### src/rtl/spi_minion_param_if.sv
`default_nettype none
// ============================================================================
// Module      : spi_minion_param_if
// Description : SPI pin bundle plus push/pull message handshake for
//               spi_minion_param.
// Revision    : 1.0 - initial release
// ============================================================================
interface spi_minion_param_if #(
    parameter int nbits = 8
);
    logic             cs;
    logic             sclk;
    logic             mosi;
    logic             miso;
    logic             pull_en;
    logic [nbits-1:0] pull_msg;
    logic             push_en;
    logic [nbits-1:0] push_msg;
    logic             frame_err;
    logic             busy;

    modport slave (
        input  cs, sclk, mosi, pull_msg,
        output miso, pull_en, push_en, push_msg, frame_err, busy
    );

    modport master (
        output cs, sclk, mosi, pull_msg,
        input  miso, pull_en, push_en, push_msg, frame_err, busy
    );
endinterface
`default_nettype wire

### src/rtl/spi_minion_param.sv
`default_nettype none
// ============================================================================
// Module      : spi_minion_param
// Description : Parametrised SPI minion (width, CPOL/CPHA, bit order) with
//               back-to-back words per cs window and frame-error detection.
// Revision    : 1.0 - initial release
// ============================================================================
module spi_minion_param #(
    parameter int nbits     = 8,
    parameter bit CPOL      = 1'b0,
    parameter bit CPHA      = 1'b0,
    parameter bit LSB_FIRST = 1'b0
) (
    input  wire logic         clk,
    input  wire logic         reset,
    spi_minion_param_if.slave bus
);
    localparam int         c_cnt_w  = $clog2(nbits + 1);
    localparam logic [0:0] c_idle   = 1'b0;
    localparam logic [0:0] c_active = 1'b1;

    // Two metastability flops per pin, third flop only for edge detection
    logic r_cs_m, r_cs_s, r_cs_d;
    logic r_sclk_m, r_sclk_s, r_sclk_d;
    logic r_mosi_m, r_mosi_s;

    logic [0:0]         r_state;
    logic [0:0]         w_state_next;
    logic [nbits-1:0]   r_tx;
    logic [nbits-1:0]   r_rx;
    logic [nbits-1:0]   r_push_msg;
    logic [c_cnt_w-1:0] r_bitcnt;
    logic               r_skip;
    logic               r_push;

    logic               w_cs_fall, w_cs_rise;
    logic               w_sclk_rise, w_sclk_fall;
    logic               w_lead, w_trail, w_edge_ok;
    logic               w_sample, w_shift;
    logic               w_cs_start, w_cs_stop;
    logic               w_busy, w_pull, w_frame_err;
    logic [c_cnt_w-1:0] w_cnt_inc;
    logic               w_word_done;
    logic [nbits-1:0]   w_rx_next;
    logic [nbits-1:0]   w_tx_shifted;

    always_ff @(posedge clk) begin
        if (reset) begin
            r_cs_m   <= 1'b1;
            r_cs_s   <= 1'b1;
            r_cs_d   <= 1'b1;
            r_sclk_m <= CPOL;
            r_sclk_s <= CPOL;
            r_sclk_d <= CPOL;
            r_mosi_m <= 1'b0;
            r_mosi_s <= 1'b0;
        end else begin
            r_cs_m   <= bus.cs;
            r_cs_s   <= r_cs_m;
            r_cs_d   <= r_cs_s;
            r_sclk_m <= bus.sclk;
            r_sclk_s <= r_sclk_m;
            r_sclk_d <= r_sclk_s;
            r_mosi_m <= bus.mosi;
            r_mosi_s <= r_mosi_m;
        end
    end

    assign w_cs_fall   =  r_cs_d & ~r_cs_s;
    assign w_cs_rise   = ~r_cs_d &  r_cs_s;
    assign w_sclk_rise = ~r_sclk_d &  r_sclk_s;
    assign w_sclk_fall =  r_sclk_d & ~r_sclk_s;
    assign w_lead      = CPOL ? w_sclk_fall : w_sclk_rise;
    assign w_trail     = CPOL ? w_sclk_rise : w_sclk_fall;

    // A cs rise in the same cycle as an sclk edge suppresses the edge
    assign w_edge_ok   = (r_state == c_active) && !w_cs_rise;
    assign w_sample    = w_edge_ok && (CPHA ? w_trail : w_lead);
    assign w_shift     = w_edge_ok && (CPHA ? w_lead : w_trail);

    assign w_cnt_inc    = r_bitcnt + c_cnt_w'(1);
    assign w_word_done  = (w_cnt_inc == c_cnt_w'(nbits));
    assign w_rx_next    = LSB_FIRST ? {r_mosi_s, r_rx[nbits-1:1]} : {r_rx[nbits-2:0], r_mosi_s};
    assign w_tx_shifted = LSB_FIRST ? {1'b0, r_tx[nbits-1:1]} : {r_tx[nbits-2:0], 1'b0};

    // State register
    always_ff @(posedge clk) begin
        if (reset) begin
            r_state <= c_idle;
        end else begin
            r_state <= w_state_next;
        end
    end

    // Next-state logic
    always_comb begin
        w_state_next = r_state;
        case (r_state)
            c_idle:   if (w_cs_fall) w_state_next = c_active;
            c_active: if (w_cs_rise) w_state_next = c_idle;
            default:  w_state_next = c_idle;
        endcase
    end

    // State-decoded outputs
    always_comb begin
        w_cs_start = 1'b0;
        w_cs_stop  = 1'b0;
        w_busy     = 1'b0;
        case (r_state)
            c_idle:   w_cs_start = w_cs_fall;
            c_active: begin
                w_cs_stop = w_cs_rise;
                w_busy    = 1'b1;
            end
            default:  w_busy = 1'b0;
        endcase
        w_pull      = w_cs_start | r_push;
        w_frame_err = w_cs_stop & (r_bitcnt != '0);
    end

    always_ff @(posedge clk) begin
        if (reset) begin
            r_tx       <= '0;
            r_rx       <= '0;
            r_push_msg <= '0;
            r_bitcnt   <= '0;
            r_skip     <= 1'b0;
            r_push     <= 1'b0;
        end else begin
            r_push <= 1'b0;

            // Transmit side: a word reload always honours the pull pulse
            if (w_cs_start) begin
                r_tx   <= bus.pull_msg;
                r_skip <= CPHA;
            end else if (r_push) begin
                r_tx   <= bus.pull_msg;
                r_skip <= ~w_cs_stop;
            end else if (w_cs_stop) begin
                r_skip <= 1'b0;
            end else if (w_shift) begin
                if (r_skip) begin
                    r_skip <= 1'b0;
                end else begin
                    r_tx <= w_tx_shifted;
                end
            end

            // Receive side
            if (w_cs_start) begin
                r_bitcnt <= '0;
            end else if (w_cs_stop) begin
                r_bitcnt <= '0;
                r_rx     <= '0;
            end else if (w_sample) begin
                r_rx <= w_rx_next;
                if (w_word_done) begin
                    r_push     <= 1'b1;
                    r_push_msg <= w_rx_next;
                    r_bitcnt   <= '0;
                end else begin
                    r_bitcnt <= w_cnt_inc;
                end
            end
        end
    end

    assign bus.miso      = LSB_FIRST ? r_tx[0] : r_tx[nbits-1];
    assign bus.pull_en   = w_pull;
    assign bus.push_en   = r_push;
    assign bus.push_msg  = r_push_msg;
    assign bus.frame_err = w_frame_err;
    assign bus.busy      = w_busy;
endmodule
`default_nettype wire

### src/flat_wrapper.sv
// flat-port wrapper written by rule: the top's interface ports become plain ports
module spi_minion_param_flat 
#(
    parameter int nbits     = 8,
    parameter bit CPOL      = 1'b0,
    parameter bit CPHA      = 1'b0,
    parameter bit LSB_FIRST = 1'b0
)
  (clk, reset, bus_cs, bus_sclk, bus_mosi, bus_pull_msg, bus_miso, bus_pull_en, bus_push_en, bus_push_msg, bus_frame_err, bus_busy);
  spi_minion_param_if #(.nbits(nbits)) bus_i ();
  input  wire logic clk;
  input  wire logic reset;
  input wire logic [$bits(bus_i.cs)-1:0] bus_cs;
  input wire logic [$bits(bus_i.sclk)-1:0] bus_sclk;
  input wire logic [$bits(bus_i.mosi)-1:0] bus_mosi;
  input wire logic [$bits(bus_i.pull_msg)-1:0] bus_pull_msg;
  output wire logic [$bits(bus_i.miso)-1:0] bus_miso;
  output wire logic [$bits(bus_i.pull_en)-1:0] bus_pull_en;
  output wire logic [$bits(bus_i.push_en)-1:0] bus_push_en;
  output wire logic [$bits(bus_i.push_msg)-1:0] bus_push_msg;
  output wire logic [$bits(bus_i.frame_err)-1:0] bus_frame_err;
  output wire logic [$bits(bus_i.busy)-1:0] bus_busy;
  assign bus_i.cs = bus_cs;
  assign bus_i.sclk = bus_sclk;
  assign bus_i.mosi = bus_mosi;
  assign bus_i.pull_msg = bus_pull_msg;
  assign bus_miso = bus_i.miso;
  assign bus_pull_en = bus_i.pull_en;
  assign bus_push_en = bus_i.push_en;
  assign bus_push_msg = bus_i.push_msg;
  assign bus_frame_err = bus_i.frame_err;
  assign bus_busy = bus_i.busy;
  spi_minion_param #(.nbits(nbits), .CPOL(CPOL), .CPHA(CPHA), .LSB_FIRST(LSB_FIRST)) u_core (.clk(clk), .reset(reset), .bus(bus_i));
endmodule
### config.mk
export PLATFORM = sky130hd
export DESIGN_NAME = spi_minion_param_flat
export DESIGN_NICKNAME = d
export VERILOG_FILES = /design/src/rtl/spi_minion_param_if.sv /design/src/rtl/spi_minion_param.sv /design/src/flat_wrapper.sv
export SDC_FILE = /design/constraint.sdc
export NUM_CORES = 1
export LEC_CHECK = 0
export BUFFER_PORTS_ARGS = -buffer_cell sky130_fd_sc_hd__clkbuf_2
export CORE_ASPECT_RATIO = 1.75
export CORE_MARGIN = 2
export CORE_UTILIZATION = 50
export DETAILED_ROUTE_END_ITERATION = 12
export GPL_TIMING_DRIVEN = 0
export MAX_ROUTING_LAYER = met4
export PLACE_DENSITY_LB_ADDON = 0.3
export SLEW_MARGIN = 25
export SYNTH_ARGS = -nofsm -noshare
export SYNTH_HDL_FRONTEND = slang
export SYNTH_SLANG_ARGS = --single-unit
### constraint.sdc
create_clock -name clk -period 2.7 [get_ports clk]
set_clock_uncertainty 0.05 [all_clocks]
set_input_delay 0.81 -clock clk [delete_from_list [all_inputs] [get_ports clk]]
set_output_delay 0.81 -clock clk [all_outputs]
set_load 0.02 [all_outputs]
==> flow_summary.yaml <==
detailed_routing:
  routed_wl_um: 3160
  dr_total_vias: 1276
  routedWlPerCell_um: 13.1
  vias_per_cell: 5.29
  ant_nets: 0
  dr.pass1.iters: 4
  drtIter0Drc: 37
  drc: 0
timing:
  post-route-period-util_pct: 85.1
  fin_setup_tns_ps: 0
  setup_violations: 0
  max_clock_freq_ghz: 0.435
  hold_violations: 0
  period_needed_ps: 2300
  maxSlewHeadroom_pct: 67.1
  rsz0062_at_grt: "false"
  drv_slew: 0
  tightest_slew_ps: 494
outcome:
  status: "complete, no violations"
global_route:
  antenna_found_initial: 0
  globalRouteTotalUtil_pct: 20.5
  grt_max_degree: 13
  grt_pass1_vias: 1267
  grt_pass1_wl_um: 5350
  overflow: 0
cts:
  cts_tree: "yes"
  clk_latency_ps: 290
  cts.htree.levels: 2
  clockRootBuffer: "clkbuf_8"
  cts_hold_buf: 0
  path_clk_slew_ps: 70
  post_cts_resized: 0
  clockBufferDepth: 2
  clock-sinks: 38
  cts_made_buffers: 5
  cts_setup_buffers: 0
worst_setup_path:
  cp-startpoint: "u_core.r_cs_s$_SDFF_PP1_"
  critPathKind: "flip-flop to output port"
  crit_fanout: 7
  r2r_cells: 5
  arrival_ps: 1440
  reg2reg_to: "u_core.r_tx[2]$_SDFFE_PP0P_"
  worstSetupStartpointType: "flip-flop"
  crit_end: "bus_pull_en"
  required_ps: 1840
  r2r_start: "u_core.r_state$_SDFF_PP0_"
  worst-r2r-setup-slack_ps: 1100
  worstSetupEndpointType: "output port"
placed_design:
  routabilityCongestion: 0.788
  hpwl_um: 2330
  portBuffers: 25
layout:
  finish.utilization_pct: 62.2
  layout_common_cells: "dfxtp_1, clkbuf_2, nor2_1"
  final_common_cell: "dfxtp_1"
  nNetsFinal: 213
  syn_to_final_growth_pct: 17.4
  fill_cells: 261
  diodes: 0
  drive_gt1_share_pct: 22.1
floorplan:
  rows: 26
  die_area_mm2: 0.00362
  ios: 26
  core_mm2: 0.00296
  initial_core_util_pct: 53.0
  die_w_um: 46.3
  die_h_um: 78.1
yosys:
  yosysUniqueCellTypes: 32
  synth_cells: 166
  synth_top_family_by_area: "simple AND/OR/NAND/NOR gates"
  ys_ff_latch: 38
  syn_area_mm2: 0.00157
  syn_nets: 181
  yosys.area_share.simple_pct: 26.2
  synth_mux_area_share_pct: 6.38
  synth_xor_area_share_pct: 1.12
  postSynthAreaPerCell_um2: 9.45
  synth-compound-area-share_pct: 11.5
  synthAdderAreaFrac_pct: 2.23
  yosys_warnings: 0
  ys_seq_area_share_pct: 48.5
pwr:
  finalPower_w: 0.00105
  ir_worst_vdd_uv: 475
  power_density_mw_per_mm2: 569
  p_leak_nw: 0.704
worst_hold_path:
  worstHoldStart: "u_core.r_cs_m$_SDFF_PP1_"
  hold_path.class: "flip-flop to flip-flop"
run:
  maxCapViolCount: 0
[worst max-delay path, cell delays in order, from the launching register on]
cell	delay, ps
dfxtp_1	450
nor2_1	120
a21oi_2	320
inv_1	90
clkbuf_2	160
[worst min-delay path by stage]
stage | cells after the start | slack, ps | end
2_1_floorplan | 1 | 340 | u_core.r_cs_s$_SDFF_PP1_
3_3_place_gp | 1 | 340 | u_core.r_cs_s$_SDFF_PP1_
3_5_place_dp | 1 | 350 | u_core.r_cs_s$_SDFF_PP1_
4_1_cts | 1 | 370 | u_core.r_cs_s$_SDFF_PP1_
5_1_grt | 1 | 380 | u_core.r_cs_s$_SDFF_PP1_
6_report | 1 | 370 | u_core.r_cs_s$_SDFF_PP1_
[cell families (layout without fill, tap and decap cells)]
family          count (synthesis)  in the layout
compound gates                 24             24
xor+xnor                        2              2
simple gates                   76             76
buf+inv                        13             46
flops                          38             38
mux                            10             10
fa+ha+maj                       3              3
[flip-flops by register name (all words and copies together), names as in the netlist]
| signal | cells |
|---|---|
| u_core.bus.push_en | 1 |
| u_core.r_cs_d | 1 |
| u_core.bus.push_msg | 8 |
| u_core.r_sclk_s | 1 |
| u_core.r_cs_s | 1 |
| u_core.r_sclk_d | 1 |
| u_core.r_mosi_s | 1 |
| u_core.r_rx | 7 |
| u_core.r_tx | 8 |
| u_core.r_state | 1 |
| u_core.r_sclk_m | 1 |
| u_core.r_skip | 1 |
| u_core.r_bitcnt | 4 |
| u_core.r_mosi_m | 1 |
| u_core.r_cs_m | 1 |
[layout make-up]
| type | count | area, µm² | area share, % |
|---|---|---|---|
| buffer | 8 | 46.3 | 2.51 |
| clock buffer | 6 | 82.6 | 4.48 |
| clock inverter | 2 | 12.5 | 0.679 |
| inverter | 5 | 18.8 | 1.02 |
| multi-input combinational | 115 | 743 | 40.4 |
| sequential | 38 | 761 | 41.3 |
| tap | 42 | 52.6 | 2.85 |
| timing repair buffer | 25 | 125 | 6.79 |
[metrics by stage]
stage	instance area (µm²)	worst slack, ps	hold WS, ps	cells
floorplan	1570	622	339	166
global placement	1750	755	343	233
detailed placement	1750	689	352	233
CTS	1840	398	373	241
global route	1840	289	383	241
finish	1840	401	370	241
[report_power, final]
part	switching, W	leakage [nW]	total (W)	internal, W
Combinational	0.0000316	0.348	0.0000582	0.0000266
Sequential	0.00000689	0.309	0.000579	0.000572
Clock	0.000206	0.0472	0.000411	0.000205
Total	0.000244	0.704	0.00105	0.000804
[synth_stat cells]
master	count	share of area, %
nand2b_1	16	6.4
nand2_1	17	4.1
a31oi_1	1	0.40
nor2b_2	1	0.56
a311oi_1	7	3.9
buf_2	1	0.32
maj3_1	1	0.64
buf_6	1	0.72
or2_2	3	1.2
a21oi_1	4	1.3
xnor2_1	2	1.1
mux2i_1	10	6.4
nor2_1	21	5.0
clkbuf_1	4	0.96
and3_1	1	0.40
a211oi_1	1	0.48
nand2b_4	1	0.88
a221o_1	1	0.64
and4_1	2	1.1
nand3_1	3	0.96
a21oi_2	1	0.56
a22oi_1	7	3.3
dfxtp_1	38	48
o41ai_1	1	0.56
buf_4	2	0.96
nor4b_4	1	1.5
nand4b_1	1	0.56
ha_1	2	1.6
nor3_1	1	0.32
inv_1	5	1.2
nor2b_1	8	3.2
o21ai_1	1	0.32
[routing by layer]
layer	vias up	track usage (%)	part of all wire, %
met5	-	-	0
met4	0	8.86	2.3
met3	10	4.83	3.5
met2	28	35.0	54
met1	606	21.2	40
li1	632	-	-
Power figures use the tool's default switching activity.
